**src/rtl/piso_pkg.sv**
```systemverilog
// Shared types and helpers for the PISO serializer slice.
package piso_pkg;

  typedef enum logic [1:0] {
    ST_IDLE   = 2'd0,
    ST_SHIFT  = 2'd1,
    ST_PARITY = 2'd2
  } state_e;

  // Bit counter must still be one bit wide for a single-bit frame.
  function automatic int cnt_width(input int n);
    return (n <= 1) ? 1 : $clog2(n);
  endfunction

endpackage

```
**src/rtl/piso_serializer_sync_enable_if.sv**
```systemverilog
// Load handshake and serial-side bundle for piso_serializer_sync_enable.
interface piso_serializer_sync_enable_if #(
  parameter int N = 8
);
  logic         shift_en;
  logic         load_valid;
  logic         load_ready;
  logic [N-1:0] load_data;
  logic         serial_out;
  logic         serial_valid;
  logic         frame_start;
  logic         busy;

  modport master (
    output shift_en, load_valid, load_data,
    input  load_ready, serial_out, serial_valid, frame_start, busy
  );

  modport slave (
    input  shift_en, load_valid, load_data,
    output load_ready, serial_out, serial_valid, frame_start, busy
  );
endinterface

```
**src/rtl/down_counter_sync_load.sv**
```systemverilog
// Down-counter: async reset, synchronous load (priority) and decrement enable.
module down_counter_sync_load #(
  parameter int W = 3
) (
  input  logic         clk,
  input  logic         reset,
  input  logic         load,
  input  logic         dec,
  input  logic [W-1:0] load_val,
  output logic [W-1:0] count,
  output logic         zero
);
  always_ff @(posedge clk or posedge reset) begin
    if (reset)     count <= '0;
    else if (load) count <= load_val;
    else if (dec)  count <= count - W'(1);
  end

  assign zero = (count == '0);
endmodule

```
**src/rtl/piso_serializer_sync_enable.sv**
```systemverilog
// Parallel-in/serial-out transmitter, one bit per shift_en pulse.
// Define PISO_PARITY_EN to append an even-parity bit after the data bits.
module piso_serializer_sync_enable
  import piso_pkg::*;
#(
  parameter int N         = 8,
  parameter bit LSB_FIRST = 1'b1
) (
  input logic clk,
  input logic reset,
  piso_serializer_sync_enable_if.slave bus
);
  localparam int CW = cnt_width(N);
  localparam logic [1:0] IDLE   = ST_IDLE;
  localparam logic [1:0] SHIFT  = ST_SHIFT;
  localparam logic [1:0] PARITY = ST_PARITY;

  logic [1:0]    state;
  logic [N-1:0]  sreg;
  logic [CW-1:0] cnt;
  logic          cnt_zero;
  logic          load_acc;
  logic          shift_acc;
  logic          out_bit;

  assign load_acc  = (state == IDLE) && bus.load_valid;
  assign shift_acc = (state == SHIFT) && bus.shift_en;

  down_counter_sync_load #(.W(CW)) u_cnt (
    .clk      (clk),
    .reset    (reset),
    .load     (load_acc),
    .dec      (shift_acc && !cnt_zero),
    .load_val (CW'(N-1)),
    .count    (cnt),
    .zero     (cnt_zero)
  );

  always_ff @(posedge clk or posedge reset) begin
    if (reset) begin
      state <= IDLE;
      sreg  <= '0;
    end else begin
      case (state)
        IDLE: if (bus.load_valid) begin
          sreg  <= bus.load_data;
          state <= SHIFT;
        end
        SHIFT: if (bus.shift_en) begin
          if (!cnt_zero) sreg <= LSB_FIRST ? (sreg >> 1) : (sreg << 1);
`ifdef PISO_PARITY_EN
          else           state <= PARITY;
`else
          else           state <= IDLE;
`endif
        end
`ifdef PISO_PARITY_EN
        PARITY: if (bus.shift_en) state <= IDLE;
`endif
        default: state <= IDLE;
      endcase
    end
  end

`ifdef PISO_PARITY_EN
  logic par;

  // Parity is taken from the word as captured, not from the shifting copy.
  always_ff @(posedge clk or posedge reset) begin
    if (reset)         par <= 1'b0;
    else if (load_acc) par <= ^bus.load_data;
  end
`endif

  assign out_bit = LSB_FIRST ? sreg[0] : sreg[N-1];

  always_comb begin
    bus.serial_out = 1'b0;
    case (state)
      SHIFT:   bus.serial_out = out_bit;
`ifdef PISO_PARITY_EN
      PARITY:  bus.serial_out = par;
`endif
      default: bus.serial_out = 1'b0;
    endcase
  end

  assign bus.load_ready   = (state == IDLE);
  assign bus.busy         = (state != IDLE);
  assign bus.serial_valid = (state != IDLE);
  assign bus.frame_start  = (state == SHIFT) && (cnt == CW'(N-1));
endmodule

```
**src/flat_wrapper.sv**
```systemverilog
// flat-port wrapper written by rule: the top's interface ports become plain ports
module piso_serializer_sync_enable_flat import piso_pkg::*;
#(
  parameter int N         = 8,
  parameter bit LSB_FIRST = 1'b1
)
  (clk, reset, bus_shift_en, bus_load_valid, bus_load_data, bus_load_ready, bus_serial_out, bus_serial_valid, bus_frame_start, bus_busy);
  piso_serializer_sync_enable_if #(.N(N)) bus_i ();
  input logic clk;
  input logic reset;
  input wire logic [$bits(bus_i.shift_en)-1:0] bus_shift_en;
  input wire logic [$bits(bus_i.load_valid)-1:0] bus_load_valid;
  input wire logic [$bits(bus_i.load_data)-1:0] bus_load_data;
  output wire logic [$bits(bus_i.load_ready)-1:0] bus_load_ready;
  output wire logic [$bits(bus_i.serial_out)-1:0] bus_serial_out;
  output wire logic [$bits(bus_i.serial_valid)-1:0] bus_serial_valid;
  output wire logic [$bits(bus_i.frame_start)-1:0] bus_frame_start;
  output wire logic [$bits(bus_i.busy)-1:0] bus_busy;
  assign bus_i.shift_en = bus_shift_en;
  assign bus_i.load_valid = bus_load_valid;
  assign bus_i.load_data = bus_load_data;
  assign bus_load_ready = bus_i.load_ready;
  assign bus_serial_out = bus_i.serial_out;
  assign bus_serial_valid = bus_i.serial_valid;
  assign bus_frame_start = bus_i.frame_start;
  assign bus_busy = bus_i.busy;
  piso_serializer_sync_enable #(.N(N), .LSB_FIRST(LSB_FIRST)) u_core (.clk(clk), .reset(reset), .bus(bus_i));
endmodule
```
**config.mk**
```make
export PLATFORM = sky130hd
export DESIGN_NAME = piso_serializer_sync_enable_flat
export DESIGN_NICKNAME = d
export VERILOG_FILES = /design/src/rtl/piso_pkg.sv /design/src/rtl/piso_serializer_sync_enable_if.sv /design/src/rtl/down_counter_sync_load.sv /design/src/rtl/piso_serializer_sync_enable.sv /design/src/flat_wrapper.sv
export SDC_FILE = /design/constraint.sdc
export NUM_CORES = 1
export LEC_CHECK = 0
export CORE_MARGIN = 3
export CORE_UTILIZATION = 49
export DETAILED_ROUTE_END_ITERATION = 12
export GPL_TIMING_DRIVEN = 1
export PLACE_DENSITY = 0.88
export SLEW_MARGIN = 0
export SYNTH_ARGS = -nofsm -noshare
export SYNTH_HDL_FRONTEND = slang
export SYNTH_SLANG_ARGS = --single-unit
```
**constraint.sdc**
```tcl
create_clock -name clk -period 3.05 [get_ports clk]
set_clock_uncertainty 0.1 [all_clocks]
set_input_delay 0.915 -clock clk [delete_from_list [all_inputs] [get_ports clk]]
set_output_delay 0.915 -clock clk [all_outputs]
set_load 0.01 [all_outputs]
```
==> results.md, run 1 <==
* Outcome: completed
* Hold Crit Class: reg -> reg
* Post-Syn Instances at 53
* Worst-Skew Late Latency at 0.28 ns
* Final Net Count at 87
* # rows at 12
* Startpoint Class: flop
* Top cells by area, synth: dfrtp_1, mux2_2, ha_1
* Worst path slowest cell: dfrtp_1
* Tot GR Track Use at 0.152
* Synth warn at 0
* Post-CTS Hold Buffers at 0
* Initial antenna violation count at 0
* Post-synth EDFFs at 0
* Clock-pin slew on the worst setup and hold paths at 0.08 ns
* Post-synthesis register bit count at 12
* Die area at 1780 sq um
* Fin. Hold Viols at 0
* Synthesized area per cell at 12.1 sq um
* Finished layout cell area at 842 sq um
* Layout area overhead at 31.4%
* Tmin final at 2.72 ns
* Die height at 42.2 um
* WL final at 1230 um
* Core ar. at 1170 sq um
* Reg2Reg Setup Slack at 1.20 ns
* Leak pwr at 0.403 nW
* Synth area leader: dfrtp_1
* Max FO, Critical Path at 17
* Final core utilization at 0.719
* # IOs at 17
* GR Overflow Total at 0
* Worst slew pin tran at 0.518 ns
* Clock Path Buffers at 2
* Final setup viols at 0
* Max cap viols at 0
* Vias in the first global route at 440
* Pint at 488 uW
* Die W at 42.2 um
* Synth cell types at 20
* Reg2Reg Depth at 3
* Count leader, synth: mux2_2
* Crit. End Element: primary output
* Post-synth top cells: mux2_2, dfrtp_1, inv_1
* Placed instance area at 806 sq um
* Post-synthesis sequential area ratio at 0.469
* Global-route wire length before repair at 1990 um
* Drt initial violations at 6
* Sw frac at 0.315
* Clock tree sinks at 12
* Post CTS Setup Buffer Count at 0
* Setup_tns at 0 ns
* Setup Crit Path Kind: reg -> out
* Number of diodes at 0
* Gates resized, CTS repair at 0
* Largest net degree at the start of global routing at 18
* Hold Crit Depth at 1
* DR vias at 441
* Worst EP arrival at 1.71 ns
* DRC Markers at 0
* Max Freq at 0.367 GHz
* Starting density of the core at 0.547
* Async set-reset flop share out of synthesis at 1.00
* P_sw at 224 uW
* Number of nets with antenna violations after routing at 0
* Drt via density at 5.19
* RSZ-0062 raised after global routing: false
* Pwr Density at 846 nW/um^2
* Max Slew Vio Count at 0
* CP Cell Sequence: and3_1 > clkdlybuf4s50_1
* Peak supply drop at 0.448 mV
* CP required at 2.03 ns
* H-tree depth at 1
* Power share of the sequential group at 0.395
* WL/cell at 14.4 um
* CTS tree: built
* Critical Path Max Stage Delay at 0.67 ns
* Share of cells above drive strength 1 at 0.282
* Clk pwr share at 0.179
* Final GP Congestion at 0.765
* Final period util at 0.893
* Rel. slew slack at 0.655
* Number of fill cells at 99
* Synthesized area at 641 sq um
* Top-area cell type share of the netlist area at 0.469
* # port buffers at 16
* Num CTS Buffers at 3
* Gate power share at 0.426
* DR pass1 iterations at 4
* Post-Syn Nets at 68
* DP HPWL at 931 um
* Prevailing post-synth register cell: dfrtp_1
* Root Buffer: clkbuf_4
[registers in the layout (all words and copies together) (netlist names)]
signal / cells
u_core.u_cnt.count: 3
u_core.state: 1
u_core.sreg: 8
[cells in the final DEF, fill, tap and decap left out]
cell / synthesis / final
clkdlybuf4s50_1: 0 / 16
mux2_2: 14 / 14
dfrtp_1: 12 / 12
inv_1: 5 / 5
ha_1: 3 / 3
clkbuf_4: 0 / 3
nand3_1: 2 / 2
nor3_1: 2 / 2
nor2_1: 2 / 2
a221o_1: 1 / 1
nand2_1: 1 / 1
and2b_1: 1 / 1
nand2b_1: 1 / 1
o21ai_4: 1 / 1
o21ai_0: 1 / 1
o21ba_2: 1 / 1
a2bb2oi_1: 1 / 1
a31oi_1: 1 / 1
and3_1: 1 / 1
and2_1: 1 / 1
clkbuf_8: 0 / 1
[worst max-delay path, delay by kind of cell (launching register included)]
family,cells,cell delay [ns]
buffers and inverters,1,0.53
DFF,1,0.67
and+or+nand+nor,1,0.23
[area by class of cell]
class | count | area [sq um] | share of cell area
flip-flops and latches | 12 | 300 | 0.357
multi-input cells | 34 | 309 | 0.367
inverters | 5 | 18.8 | 0.0223
clock buffers | 4 | 36.3 | 0.0431
well taps | 14 | 17.5 | 0.0208
repair buffers | 16 | 160 | 0.190
[per-stage QoR]
stage                     hold slack (ns)  power [mW]  setup slack [ns]  instances
final                               0.406       0.712             0.327         85
after global routing                0.434       0.765             0.214         85
after CTS                           0.410       0.721             0.288         85
after detailed placement            0.392       0.591             0.515         81
after global placement              0.386       0.571             0.554         81
after floorplan                     0.373       0.488              1.12         53
[per-layer routing]
| layer | vias up | part of all wire | GRT usage |
|---|---|---|---|
| met5 | - | 0 | 0 |
| met1 | 206 | 0.44 | 0.175 |
| met2 | 15 | 0.47 | 0.244 |
| met4 | 0 | 0.024 | 0.0932 |
| met3 | 2 | 0.066 | 0.0472 |
| li1 | 218 | - | - |
[power by group through the flow]
stage	clock (mW)	sequential (mW)	combinational (mW)
final	0.128	0.281	0.303
after global routing	0.140	0.292	0.333
after CTS	0.132	0.281	0.308
after detailed placement	0	0.284	0.307
after global placement	0	0.279	0.292
after floorplan	0	0.261	0.227
[worst paths after layout]
kind	to	startpoint
worst max register to register	u_core.sreg[1]	u_core.state[0]
worst min-delay path	u_core.sreg[6]	u_core.sreg[6]
max in group asynchronous	u_core.sreg[0]	reset
worst max-delay path	bus_frame_start	u_core.state[0]
min in group asynchronous	u_core.sreg[2]	reset
worst min register to register	u_core.sreg[6]	u_core.sreg[6]
[kinds of logic (layout without fill, tap and decap cells)]
logic type	Yosys count	after routing	share of synthesized area
compound gates	6	6	0.0879
mux	14	14	0.246
fa+ha+maj	3	3	0.0586
simple gates	11	11	0.0899
buf+inv	7	25	0.0488
flops	12	12	0.469
Power figures use the tool's default switching activity.
==> inputs of run 2 (changes only) <==
--- a/config.mk
+++ b/config.mk
@@ -6,10 +6,10 @@
 export NUM_CORES = 1
 export LEC_CHECK = 0
 export CORE_MARGIN = 3
-export CORE_UTILIZATION = 49
+export CORE_UTILIZATION = 45
 export DETAILED_ROUTE_END_ITERATION = 12
 export GPL_TIMING_DRIVEN = 1
-export PLACE_DENSITY = 0.88
+export PLACE_DENSITY = 0.82
 export SLEW_MARGIN = 0
 export SYNTH_ARGS = -nofsm -noshare
 export SYNTH_HDL_FRONTEND = slang
==> run 2 against run 1 <==
  * Critical path depth is the same
  * Final cell count is the same
  * Power shrank 2.2%
  * Clock power decreased by 5%
  * Routed wire length shrank 13%
  * Cell area did not move
  * Die area is 7.6% higher
  * Global-route usage is 2.1 points lower
  * Non-clock buffer count unchanged
  * Via count grew 1.6%
  * Largest power group unchanged
==> results.md, run 2 (same netlist as run 1, synthesis figures left out) <==
* Max reg flops at 8
* Largest net degree at the start of global routing at 18
* Number of diodes at 0
* RSZ-0062 raised after global routing: false
* Peak supply drop at 0.529 mV
* H-tree depth at 1
* Num CTS Buffers at 3
* Drt via density at 5.27
* Root Buffer: clkbuf_4
* Commonest non-fill, non-tap cell in the layout: clkdlybuf4s50_1
* Startpoint Class: flop
* WL final at 1070 um
* Tmin final at 2.73 ns
* Clock-pin slew on the worst setup and hold paths at 0.07 ns
* Worst slew pin tran at 0.523 ns
* Global-route wire length before repair at 1830 um
* Most frequent cells in the layout: clkdlybuf4s50_1, mux2_2, dfrtp_1
* Share of cells above drive strength 1 at 0.282
* # IOs at 17
* Hold Crit Endpoint: u_core.sreg[1]
* # port buffers at 16
* RR Startpoint: u_core.state[0]
* Hold Crit Depth at 1
* Vias in the first global route at 428
* DR vias at 448
* Post CTS Setup Buffer Count at 0
* Pwr Total at 697 uW
* Max cap viols at 0
* DR pass1 iterations at 4
* Die area at 1910 sq um
* Final Net Count at 87
* Setup_tns at 0 ns
* Reg2Reg Depth at 3
* Clock Path Buffers at 2
* CTS tree: built
* # rows at 12
* Fin. Hold Viols at 0
* GR Overflow Total at 0
* Worst EP arrival at 1.71 ns
* Outcome: completed
* DP HPWL at 840 um
* Crit. End Element: primary output
* WL/cell at 12.5 um
* Starting density of the core at 0.527
* Leak pwr at 0.403 nW
* Number of fill cells at 93
* Number of nets with antenna violations after routing at 0
* Rel. slew slack at 0.652
* Initial antenna violation count at 0
* Tot GR Track Use at 0.130
* Max Slew Vio Count at 0
* Final period util at 0.894
* Gates resized, CTS repair at 0
* Reg2Reg Setup Slack at 1.19 ns
* Worst-Skew Late Latency at 0.26 ns
* DRC Markers at 0
* Die height at 43.7 um
* Pwr Density at 828 nW/um^2
* Drt initial violations at 2
* Die W at 43.7 um
* Final GP Congestion at 0.682
* Largest registers: u_core.sreg x8, u_core.u_cnt.count x3, u_core.state x1
* Hold Crit Class: reg -> reg
* Clock tree sinks at 12
* Setup Crit Path Kind: reg -> out
* Top reg by flops: u_core.sreg
* Max Freq at 0.367 GHz
* CP required at 2.03 ns
* Reg2reg end: u_core.sreg[2]
* Core ar. at 1220 sq um
* Final setup viols at 0
* Post-CTS Hold Buffers at 0
* Max FO, Critical Path at 17
* Layout area overhead at 31.4%
* Worst hold path startpoint: u_core.sreg[1]
run 2: cell counts in the layout (fill, tap and decap cells not counted):
Identical to the previous run, type by type.
run 2: stage by stage:
step / hold WS [ns] / worst slack [ns] / cell area, sq um / cells / util
finish: 0.405 / 0.322 / 842 / 85 / 0.692
floorplan: 0.373 / 1.12 / 641 / 53 / -
global route: 0.430 / 0.172 / 842 / 85 / 0.692
global placement: 0.384 / 0.557 / 806 / 81 / 0.663
detailed placement: 0.394 / 0.533 / 806 / 81 / 0.663
CTS: 0.411 / 0.290 / 842 / 85 / 0.692
run 2: worst max-delay path by stage:
stage | startpoint | to | slack, ns
after global routing | u_core.state[0] | bus_frame_start | 0.17
after floorplan | u_core.state[0] | bus_frame_start | 1.12
final | u_core.state[0] | bus_frame_start | 0.32
after global placement | bus_shift_en | u_core.sreg[4] | 0.56
after CTS | u_core.state[0] | bus_frame_start | 0.29
after detailed placement | bus_shift_en | u_core.sreg[5] | 0.53
run 2: cell type report:
class | count | area, sq um | share of cell area
flip-flops and latches | 12 | 300 | 0.357
multi-input cells | 34 | 309 | 0.367
clock buffers | 4 | 36.3 | 0.0431
inverters | 5 | 18.8 | 0.0223
well taps | 14 | 17.5 | 0.0208
repair buffers | 16 | 160 | 0.190
run 2: routing by layer:
layer	vias up	share of wire	track usage
li1	220	-	-
met1	212	0.45	0.163
met2	14	0.46	0.195
met3	2	0.082	0.0705
met4	0	0.0075	0.0361
met5	-	0	0
run 2: worst max-delay path: stages (launching register included):
cell	delay [ns]
dfrtp_1	0.67
and3_1	0.23
clkdlybuf4s50_1	0.54
run 2: power by group:
part	total, mW	switching (mW)	internal [mW]
clock network	0.122	0.0497	0.0725
registers	0.276	0.0508	0.225
logic	0.299	0.109	0.190
==> inputs of run 3 (changes only) <==
--- a/config.mk
+++ b/config.mk
@@ -10,6 +10,7 @@
 export DETAILED_ROUTE_END_ITERATION = 12
 export GPL_TIMING_DRIVEN = 1
 export PLACE_DENSITY = 0.82
+export REMOVE_ABC_BUFFERS = 1
 export SLEW_MARGIN = 0
 export SYNTH_ARGS = -nofsm -noshare
 export SYNTH_HDL_FRONTEND = slang
==> run 3 against run 2 <==
  * Clock power hardly changed
  * Count of clock-buffer cells in the layout stayed put
  * Die area stayed put
  * Combinational power is 5% higher
  * Worst hold slack worse by 0.0057 ns
  * Non-clock buffer count is 1 higher
  * Sequential cell count stayed put
  * Utilization is 0.62 points higher
  * Critical path depth stayed put
  * Critical endpoint unchanged
  * Largest cell class unchanged
  * Highest routed layer unchanged
==> results.md, run 3 (same netlist as run 1, synthesis figures left out) <==
* DP HPWL at 912 um
* Die area at 1910 sq um
* Leak pwr at 0.407 nW
* Peak supply drop at 0.500 mV
* Critical path buffer and inverter count at 1
* Final GP Congestion at 0.757
* CP required at 2.03 ns
* # IOs at 17
* Starting density of the core at 0.527
* Worst path slowest cell: dfrtp_1
* Drt initial violations at 7
* Tmin final at 2.56 ns
* Post CTS Setup Buffer Count at 0
* Worst EP arrival at 1.54 ns
* Number of diodes at 0
* Met3 GRT Util at 0.0747
* H-tree depth at 1
* Critical Path Max Stage Delay at 0.53 ns
* Max Slew Vio Count at 0
* Outcome: completed
* WL/cell at 13.4 um
* Root Buffer: clkbuf_4
* Largest registers: u_core.sreg x8, u_core.u_cnt.count x3, u_core.state x1
* Worst-Skew Late Latency at 0.27 ns
* Pwr Density at 834 nW/um^2
* DRC Markers at 0
* Rel. slew slack at 0.701
* Die W at 43.7 um
* Largest net degree at the start of global routing at 13
* Grt met2 use at 0.238
* Final setup viols at 0
* CTS tree: built
* Commonest non-fill, non-tap cell in the layout: clkdlybuf4s50_1
* Layout area overhead at 32.6%
* Startpoint Class: flop
* Hold Crit Class: reg -> reg
* Die height at 43.7 um
* CP Cell Sequence: and3_1 > clkdlybuf4s50_1
* Clock tree sinks at 12
* Core ar. at 1220 sq um
* Final period util at 0.839
* Most used routing layer: met2
* # rows at 12
* Cell total after placement at 82
* WL final at 1150 um
* DR vias at 448
* Worst slew pin tran at 0.448 ns
* Crit. End Element: primary output
* Fin. Hold Viols at 0
* Vias in the first global route at 448
* Initial antenna violation count at 0
* DR pass1 iterations at 4
* Post-CTS Hold Buffers at 0
* CP delay by family, top: flip-flops
* Clock Path Buffers at 2
* Setup Crit Path Kind: reg -> out
* Tot GR Track Use at 0.142
* Top reg by flops: u_core.sreg
* # port buffers at 16
* Clock-pin slew on the worst setup and hold paths at 0.08 ns
* RSZ-0062 raised after global routing: false
* Final Net Count at 88
* Most frequent cells in the layout: clkdlybuf4s50_1, mux2_2, dfrtp_1
* Number of nets with antenna violations after routing at 0
* Setup_tns at 0 ns
* Max Freq at 0.391 GHz
* Max FO, Critical Path at 11
* GR Overflow Total at 0
* Met1 Use GR at 0.158
* Drt via density at 5.21
* Max cap viols at 0
* Non-Filler Instances at 86
* Num CTS Buffers at 3
* Max reg flops at 8
* Gates resized, CTS repair at 0
* Share of cells above drive strength 1 at 0.292
* Global-route wire length before repair at 1940 um
run 3: layout make-up:
cell class                      instances  area [sq um]
Clock buffer                            4          36.3
Fill cell                              98           367
Inverter                                5          18.8
Multi-Input combinational cell         34           309
Sequential cell                        12           300
Tap cell                               14          17.5
Timing Repair Buffer                   17           168
run 3: worst reg2reg max path: cells and delay by family, from the launching register on:
family / cells / cell delay, ns
multiplexers: 1 / 0.38
buffers and inverters: 1 / 0.08
adder cells (fa/ha/maj): 1 / 0.22
flip-flops: 1 / 0.37
AO/OA/AOI/OAI: 1 / 0.31
AND/OR/NAND/NOR: 1 / 0.22
run 3: stage by stage:
stage	hold slack, ns	area (sq um)	util	power [mW]	setup WS, ns
finish	0.399	850	0.699	0.709	0.490
global route	0.431	850	0.699	0.765	0.386
CTS	0.405	850	0.699	0.719	0.472
detailed placement	0.389	813	0.669	0.592	0.523
global placement	0.384	813	0.669	0.578	0.578
floorplan	0.373	628	-	0.480	1.10
run 3: final timing paths:
check	slack (ns)	to	startpoint	depth (start not counted)
hold / removal	0.40	u_core.sreg[0]	u_core.sreg[0]	1
setup reg to reg	1.25	u_core.sreg[3]	u_core.u_cnt.count[0]	5
min in group asynchronous	0.84	u_core.sreg[2]	reset	2
hold reg to reg	0.40	u_core.sreg[0]	u_core.sreg[0]	1
max in group asynchronous	1.70	u_core.u_cnt.count[1]	reset	2
setup / recovery	0.49	bus_frame_start	u_core.state[0]	2
run 3: power by group:
group          internal [mW]  switching, mW
sequential             0.225         0.0468
combinational          0.194          0.119
clock                 0.0725         0.0507
total                  0.492          0.217
run 3: metal layers:
metal  share of wire  vias to the layer above
met3           0.058                        2
met1            0.41                      214
li1                -                      221
met4          0.0061                        0
met5               0                        -
met2            0.52                       11
